## src/rtl/bp_update_scheduler_if.sv

```systemverilog
// ============================================================================
//  Module      : bp_update_scheduler_if
//  Description : Bundle of the branch-resolution lanes, the BTB/predictor
//                update port and the pipeline-control status signals seen by
//                bp_update_scheduler.
//                master : pipeline / BTB side (drives lanes, wr_ready, flush)
//                slave  : scheduler side (drives res_ready, wr_*, count,
//                         overflow_err)
//  Revision    : 1.0  initial release
// ============================================================================
`default_nettype none

interface bp_update_scheduler_if #(
   parameter int DEPTH = 4,
   parameter int AW    = 16
);
   // resolved-branch lanes (lane 0 is always older than lane 1)
   logic                       r0_valid;
   logic [AW-1:0]              r0_bia;
   logic [AW-1:0]              r0_bta;
   logic                       r0_taken;
   logic                       r1_valid;
   logic [AW-1:0]              r1_bia;
   logic [AW-1:0]              r1_bta;
   logic                       r1_taken;
   logic                       res_ready;

   // BTB / predictor update port
   logic                       wr_valid;
   logic [AW-1:0]              wr_bia;
   logic [AW-1:0]              wr_bta;
   logic                       wr_taken;
   logic                       wr_ready;

   // pipeline control
   logic                       flush;
   logic [$clog2(DEPTH):0]     count;
   logic                       overflow_err;

   modport master (
      output r0_valid, r0_bia, r0_bta, r0_taken,
      output r1_valid, r1_bia, r1_bta, r1_taken,
      input  res_ready,
      input  wr_valid, wr_bia, wr_bta, wr_taken,
      output wr_ready,
      output flush,
      input  count, overflow_err
   );

   modport slave (
      input  r0_valid, r0_bia, r0_bta, r0_taken,
      input  r1_valid, r1_bia, r1_bta, r1_taken,
      output res_ready,
      output wr_valid, wr_bia, wr_bta, wr_taken,
      input  wr_ready,
      input  flush,
      output count, overflow_err
   );
endinterface

`default_nettype wire

```

## src/rtl/bp_update_scheduler.sv

```systemverilog
// ============================================================================
//  Module      : bp_update_scheduler
//  Description : Serialises up to two resolved branches per cycle onto the
//                single BTB/predictor write port through a DEPTH-entry
//                program-order FIFO with a valid/ready output handshake.
//  Ports       : clk    - single clock, rising edge
//                rst_n  - synchronous active-low reset
//                bus    - bp_update_scheduler_if.slave (lanes r0/r1,
//                         res_ready, wr_* update port, flush, count,
//                         overflow_err)
//  Revision    : 1.0  initial release
// ============================================================================
`default_nettype none

module bp_update_scheduler #(
   parameter int DEPTH = 4,
   parameter int AW    = 16
) (
   input  wire logic              clk,
   input  wire logic              rst_n,
   bp_update_scheduler_if.slave   bus
);

   localparam int PW = $clog2(DEPTH);
   localparam int CW = PW + 1;

   typedef struct packed {
      logic [AW-1:0] bia;
      logic [AW-1:0] bta;
      logic          taken;
   } entry_t;

   // storage is intentionally not reset; only the pointers/count define
   // which entries are meaningful
   entry_t          mem_q [DEPTH];

   logic [PW-1:0]   head_q, head_d;
   logic [PW-1:0]   tail_q, tail_d;
   logic [CW-1:0]   count_q, count_d;
   logic            ovf_q, ovf_d;

   logic            res_ready_w;
   logic            wr_valid_w;
   logic            deq_w;
   logic            wr0_en_w;
   logic            wr1_en_w;
   logic [PW-1:0]   wr1_idx_w;
   logic [1:0]      n_enq_w;
   entry_t          head_entry_w;

   always_comb begin
      // space for a full dual enqueue, judged on the registered count only
      res_ready_w = (count_q <= CW'(DEPTH - 2));
      wr_valid_w  = (count_q != '0);
      deq_w       = wr_valid_w && bus.wr_ready;

      wr0_en_w    = 1'b0;
      wr1_en_w    = 1'b0;
      n_enq_w     = 2'd0;
      // r1 lands right behind r0 when both are valid, else at the tail
      wr1_idx_w   = tail_q + PW'(bus.r0_valid);

      head_d      = head_q;
      tail_d      = tail_q;
      count_d     = count_q;
      ovf_d       = ovf_q;

      if (bus.flush) begin
         // lanes are discarded and cannot raise overflow; a same-cycle
         // handshake is still considered delivered by the consumer
         head_d  = '0;
         tail_d  = '0;
         count_d = '0;
      end else begin
         if (res_ready_w) begin
            wr0_en_w = bus.r0_valid;
            wr1_en_w = bus.r1_valid;
            n_enq_w  = {1'b0, bus.r0_valid} + {1'b0, bus.r1_valid};
         end else if (bus.r0_valid || bus.r1_valid) begin
            // whole cycle is dropped, never a partial enqueue
            ovf_d = 1'b1;
         end
         head_d  = head_q + PW'(deq_w);
         tail_d  = tail_q + PW'(n_enq_w);
         count_d = count_q + CW'(n_enq_w) - CW'(deq_w);
      end
   end

   always_ff @(posedge clk) begin
      if (!rst_n) begin
         head_q  <= '0;
         tail_q  <= '0;
         count_q <= '0;
         ovf_q   <= 1'b0;
      end else begin
         head_q  <= head_d;
         tail_q  <= tail_d;
         count_q <= count_d;
         ovf_q   <= ovf_d;
      end
   end

   always_ff @(posedge clk) begin
      if (rst_n && wr0_en_w) begin
         mem_q[tail_q] <= '{bia: bus.r0_bia, bta: bus.r0_bta, taken: bus.r0_taken};
      end
      if (rst_n && wr1_en_w) begin
         mem_q[wr1_idx_w] <= '{bia: bus.r1_bia, bta: bus.r1_bta, taken: bus.r1_taken};
      end
   end

   // outputs are forced to zero when empty so that stale storage never
   // leaks out after reset or flush
   assign head_entry_w     = mem_q[head_q];
   assign bus.res_ready    = res_ready_w;
   assign bus.wr_valid     = wr_valid_w;
   assign bus.wr_bia       = wr_valid_w ? head_entry_w.bia   : '0;
   assign bus.wr_bta       = wr_valid_w ? head_entry_w.bta   : '0;
   assign bus.wr_taken     = wr_valid_w ? head_entry_w.taken : 1'b0;
   assign bus.count        = count_q;
   assign bus.overflow_err = ovf_q;

endmodule

`default_nettype wire

```

## src/flat_wrapper.sv

```systemverilog
// flat-port wrapper written by rule: the top's interface ports become plain ports
module bp_update_scheduler_flat 
#(
   parameter int DEPTH = 4,
   parameter int AW    = 16
)
  (clk, rst_n, bus_r0_valid, bus_r0_bia, bus_r0_bta, bus_r0_taken, bus_r1_valid, bus_r1_bia, bus_r1_bta, bus_r1_taken, bus_res_ready, bus_wr_valid, bus_wr_bia, bus_wr_bta, bus_wr_taken, bus_wr_ready, bus_flush, bus_count, bus_overflow_err);
  bp_update_scheduler_if #(.DEPTH(DEPTH), .AW(AW)) bus_i ();
  input  wire logic clk;
  input  wire logic rst_n;
  input wire logic [$bits(bus_i.r0_valid)-1:0] bus_r0_valid;
  input wire logic [$bits(bus_i.r0_bia)-1:0] bus_r0_bia;
  input wire logic [$bits(bus_i.r0_bta)-1:0] bus_r0_bta;
  input wire logic [$bits(bus_i.r0_taken)-1:0] bus_r0_taken;
  input wire logic [$bits(bus_i.r1_valid)-1:0] bus_r1_valid;
  input wire logic [$bits(bus_i.r1_bia)-1:0] bus_r1_bia;
  input wire logic [$bits(bus_i.r1_bta)-1:0] bus_r1_bta;
  input wire logic [$bits(bus_i.r1_taken)-1:0] bus_r1_taken;
  output wire logic [$bits(bus_i.res_ready)-1:0] bus_res_ready;
  output wire logic [$bits(bus_i.wr_valid)-1:0] bus_wr_valid;
  output wire logic [$bits(bus_i.wr_bia)-1:0] bus_wr_bia;
  output wire logic [$bits(bus_i.wr_bta)-1:0] bus_wr_bta;
  output wire logic [$bits(bus_i.wr_taken)-1:0] bus_wr_taken;
  input wire logic [$bits(bus_i.wr_ready)-1:0] bus_wr_ready;
  input wire logic [$bits(bus_i.flush)-1:0] bus_flush;
  output wire logic [$bits(bus_i.count)-1:0] bus_count;
  output wire logic [$bits(bus_i.overflow_err)-1:0] bus_overflow_err;
  assign bus_i.r0_valid = bus_r0_valid;
  assign bus_i.r0_bia = bus_r0_bia;
  assign bus_i.r0_bta = bus_r0_bta;
  assign bus_i.r0_taken = bus_r0_taken;
  assign bus_i.r1_valid = bus_r1_valid;
  assign bus_i.r1_bia = bus_r1_bia;
  assign bus_i.r1_bta = bus_r1_bta;
  assign bus_i.r1_taken = bus_r1_taken;
  assign bus_res_ready = bus_i.res_ready;
  assign bus_wr_valid = bus_i.wr_valid;
  assign bus_wr_bia = bus_i.wr_bia;
  assign bus_wr_bta = bus_i.wr_bta;
  assign bus_wr_taken = bus_i.wr_taken;
  assign bus_i.wr_ready = bus_wr_ready;
  assign bus_i.flush = bus_flush;
  assign bus_count = bus_i.count;
  assign bus_overflow_err = bus_i.overflow_err;
  bp_update_scheduler #(.DEPTH(DEPTH), .AW(AW)) u_core (.clk(clk), .rst_n(rst_n), .bus(bus_i));
endmodule
```

## config.mk

```make
export PLATFORM = sky130hd
export DESIGN_NAME = bp_update_scheduler_flat
export DESIGN_NICKNAME = d
export VERILOG_FILES = /design/src/rtl/bp_update_scheduler_if.sv /design/src/rtl/bp_update_scheduler.sv /design/src/flat_wrapper.sv
export SDC_FILE = /design/constraint.sdc
export NUM_CORES = 1
export LEC_CHECK = 0
export CAP_MARGIN = 20
export CORE_MARGIN = 5
export CORE_UTILIZATION = 40
export CTS_BUF_LIST = sky130_fd_sc_hd__clkbuf_8
export DETAILED_ROUTE_END_ITERATION = 7
export SETUP_SLACK_MARGIN = 0.02
export SYNTH_ARGS = -nofsm -noshare
export SYNTH_HDL_FRONTEND = slang
export SYNTH_SLANG_ARGS = --single-unit
```

## constraint.sdc

```tcl
create_clock -name clk -period 6.2 [get_ports clk]
set_clock_uncertainty 0.1 [all_clocks]
set_input_delay 1.55 -clock clk [delete_from_list [all_inputs] [get_ports clk]]
set_output_delay 1.55 -clock clk [all_outputs]
set_load 0.02 [all_outputs]
```

==> flow_summary.ini <==
[timing]
max_slew_margin = 0.3025
period_needed_ns = 4.694
hold-worst-slack_ns = 0.3720
max_freq_mhz = 213.0
hold_viol = 0
finalSetupViolations = 0
worstMarginPinSlew_ns = 1.046
setup_slack_ns = 1.506
setup_tns_ns = 0
maxSlewViolCount = 0
rsz0062_at_grt = no
period_share = 0.7571

[detailed_routing]
wl_met2_mm = 8.258
ant_nets = 0
num_vias = 4087
drc_errors = 0
first_pass_iters = 4
vias_per_cell = 5.280
wl_mm = 16.47
wl_met1_mm = 7.253
met3_length_um = 787
first_iter_violations = 159
top_layer = met4
wire_per_inst_um = 21.28

[worst_setup_path]
path_buf_inv = 2
critPathTopFamily = buffers and inverters
arrival_ns = 3.04
r2r_cells = 5
cp-start-kind = flop
critical_path_required_ns = 4.55
critPathCaptureType = output port
critPathKind = reg2out
path_max_fanout = 21
slowest_delay_ns = 0.87
worst-path-stages = 4
cp_slowest_cell = dfxtp_2
crit_chain = buf_4 > mux4_2 > nor2b_1 > clkdlybuf4s50_1

[hold_path]
holdPathStages = 1
hp-class = reg2reg

[run]
maxCapViolCount = 0

[pwr]
p_per_area_nw_per_um2 = 329.0
power_leakage_nw = 2.963
power_frac_seq = 0.384
p_clk_frac = 0.286
switchingPower_uw = 894.5
ir_drop_mv = 0.1677
total_power_mw = 2.987
p_comb_frac = 0.329
p_int_mw = 2.093
swShare = 0.2994

[die]
core_area_um2 = 17900
die_y_um = 144.5
die_w_um = 144.5
fp.dieArea_um2 = 20880
top_level_ports = 111
row_count = 49
initial_core_util = 0.4041

[logic_synthesis]
ys_async_sr_fraction = 0
syn_nets = 502
ys_types = 33
syn_inst = 421
yosysSeqAreaShare = 0.5700
synth_ff_type = edfxtp_1
ys_warn_count = 0
synth_edf_count = 132
avgSynthCellArea_um2 = 17.18
synth_seq_cells = 140
syn_area_um2 = 7234

[cts]
clock_latency_ns = 0.44
root_buffer = clkbuf_8
ctsHoldBuffers = 0
post_cts_buffers = 0
clkTransAtPathRegs_ns = 0.07
numClockSinks = 140
cts_buffer_depth = 2
cts_buffers = 17
ctsResizeCount = 0
tritoncts = built
cts_max_level = 4

[layout]
drive_above_1_share = 0.3743
nets = 614
antenna_cells = 0
multiInputGateArea_um2 = 2952
fillCellCount = 1515
fin_cells = 774
area_growth_pct = 25.51
stdcell_area_um2 = 9080
fin_util = 0.5072
seq_area_um2 = 4126

[place]
port_buffers = 110
dp_cells = 743
place_congestion = 0.6990
dp_hpwl_mm = 10.33
placed_area_um2 = 8621
pre_cts_slack_ns = 1.641

[global_route]
grt_first_pass_wirelength_mm = 25.40
grt_pass1_vias = 4411
grt_max_degree = 36
grt_usage = 0.1645
grt-ovfl-total = 0
antenna_found_initial = 0

[outcome]
status = completed
## power by group through the flow
stage / clock network [mW] / logic, mW / registers (mW)
2_1_floorplan: 0 / 0.555 / 1.16
3_3_place_gp: 0 / 0.987 / 1.17
3_5_place_dp: 0 / 1.00 / 1.17
4_1_cts: 0.876 / 1.00 / 1.15
5_1_grt: 0.918 / 1.06 / 1.16
6_report: 0.855 / 0.984 / 1.15
## synth_stat cells, drive strengths merged (5+ instances only)
library cell / count / area, um2
clkbuf: 8 / 31.28
xnor2: 5 / 43.79
inv: 10 / 37.54
and2: 5 / 31.28
buf: 17 / 160.2
ha: 8 / 100.1
nor2b: 34 / 212.7
dfxtp: 8 / 160.2
edfxtp: 132 / 3964
mux4: 33 / 743.2
nor2: 5 / 33.78
nand2: 5 / 33.78
mux2: 132 / 1509
## state kept, by name, summed over array words and instances, names as in the netlist
signal,count
u_core.mem_q,132
u_core.bus.count,3
u_core.head_q,2
u_core.tail_q,2
u_core.bus.overflow_err,1
## path summary, 6_finish.rpt
check	endpoint	slack, ns	start
worst min-delay path	u_core.bus.overflow_err$_SDFFE_PN0P_	0.37	u_core.bus.overflow_err$_SDFFE_PN0P_
worst min register to register	u_core.bus.overflow_err$_SDFFE_PN0P_	0.37	u_core.bus.overflow_err$_SDFFE_PN0P_
worst max register to register	u_core.mem_q[0][15]$_DFFE_PP_	3.41	u_core.tail_q[0]$_SDFF_PP0_
worst max-delay path	bus_wr_bia[5]	1.51	u_core.head_q[0]$_SDFF_PP0_
## metal layers
| layer | track usage | vias up |
|---|---|---|
| met5 | 0 | - |
| met2 | 0.2777 | 108 |
| li1 | - | 1874 |
| met3 | 0.04101 | 15 |
| met1 | 0.2121 | 2090 |
| met4 | 0.04516 | 0 |
## cells in the final DEF (no fill, tap or decap), drive strengths merged, types with 3 or more instances in the layout
cell type and n:
ha 8, xnor2 5, edfxtp 132, clkbuf 17, nand2 5, mux4 33
inv 10, mux2 132, clkdlybuf4s50 110, o22ai 3, nor2b 34, dfxtp 8
bufinv 6, and2 5, nor2 5, clkinv 6, buf 8
## logic make-up (layout without fill, tap and decap cells)
logic type	Yosys count	in the layout	share of synthesized area
multiplexers	165	165	0.3113
flip-flops	140	140	0.5700
buffers and inverters	35	159	0.03165
AO/OA/AOI/OAI	8	8	0.009514
adder cells (fa/ha/maj)	9	9	0.01660
AND/OR/NAND/NOR	57	57	0.05240
XOR/XNOR	7	7	0.008475
## cell type report
cell class / instances / area share
Tap cell: 229 / 0.03156
Multi-Input combinational cell: 246 / 0.3251
Sequential cell: 140 / 0.4545
Clock inverter: 14 / 0.02480
Timing Repair Buffer: 118 / 0.1342
Clock buffer: 17 / 0.02577
Inverter: 10 / 0.004134
No activity file was read; power rests on OpenSTA's default activity.
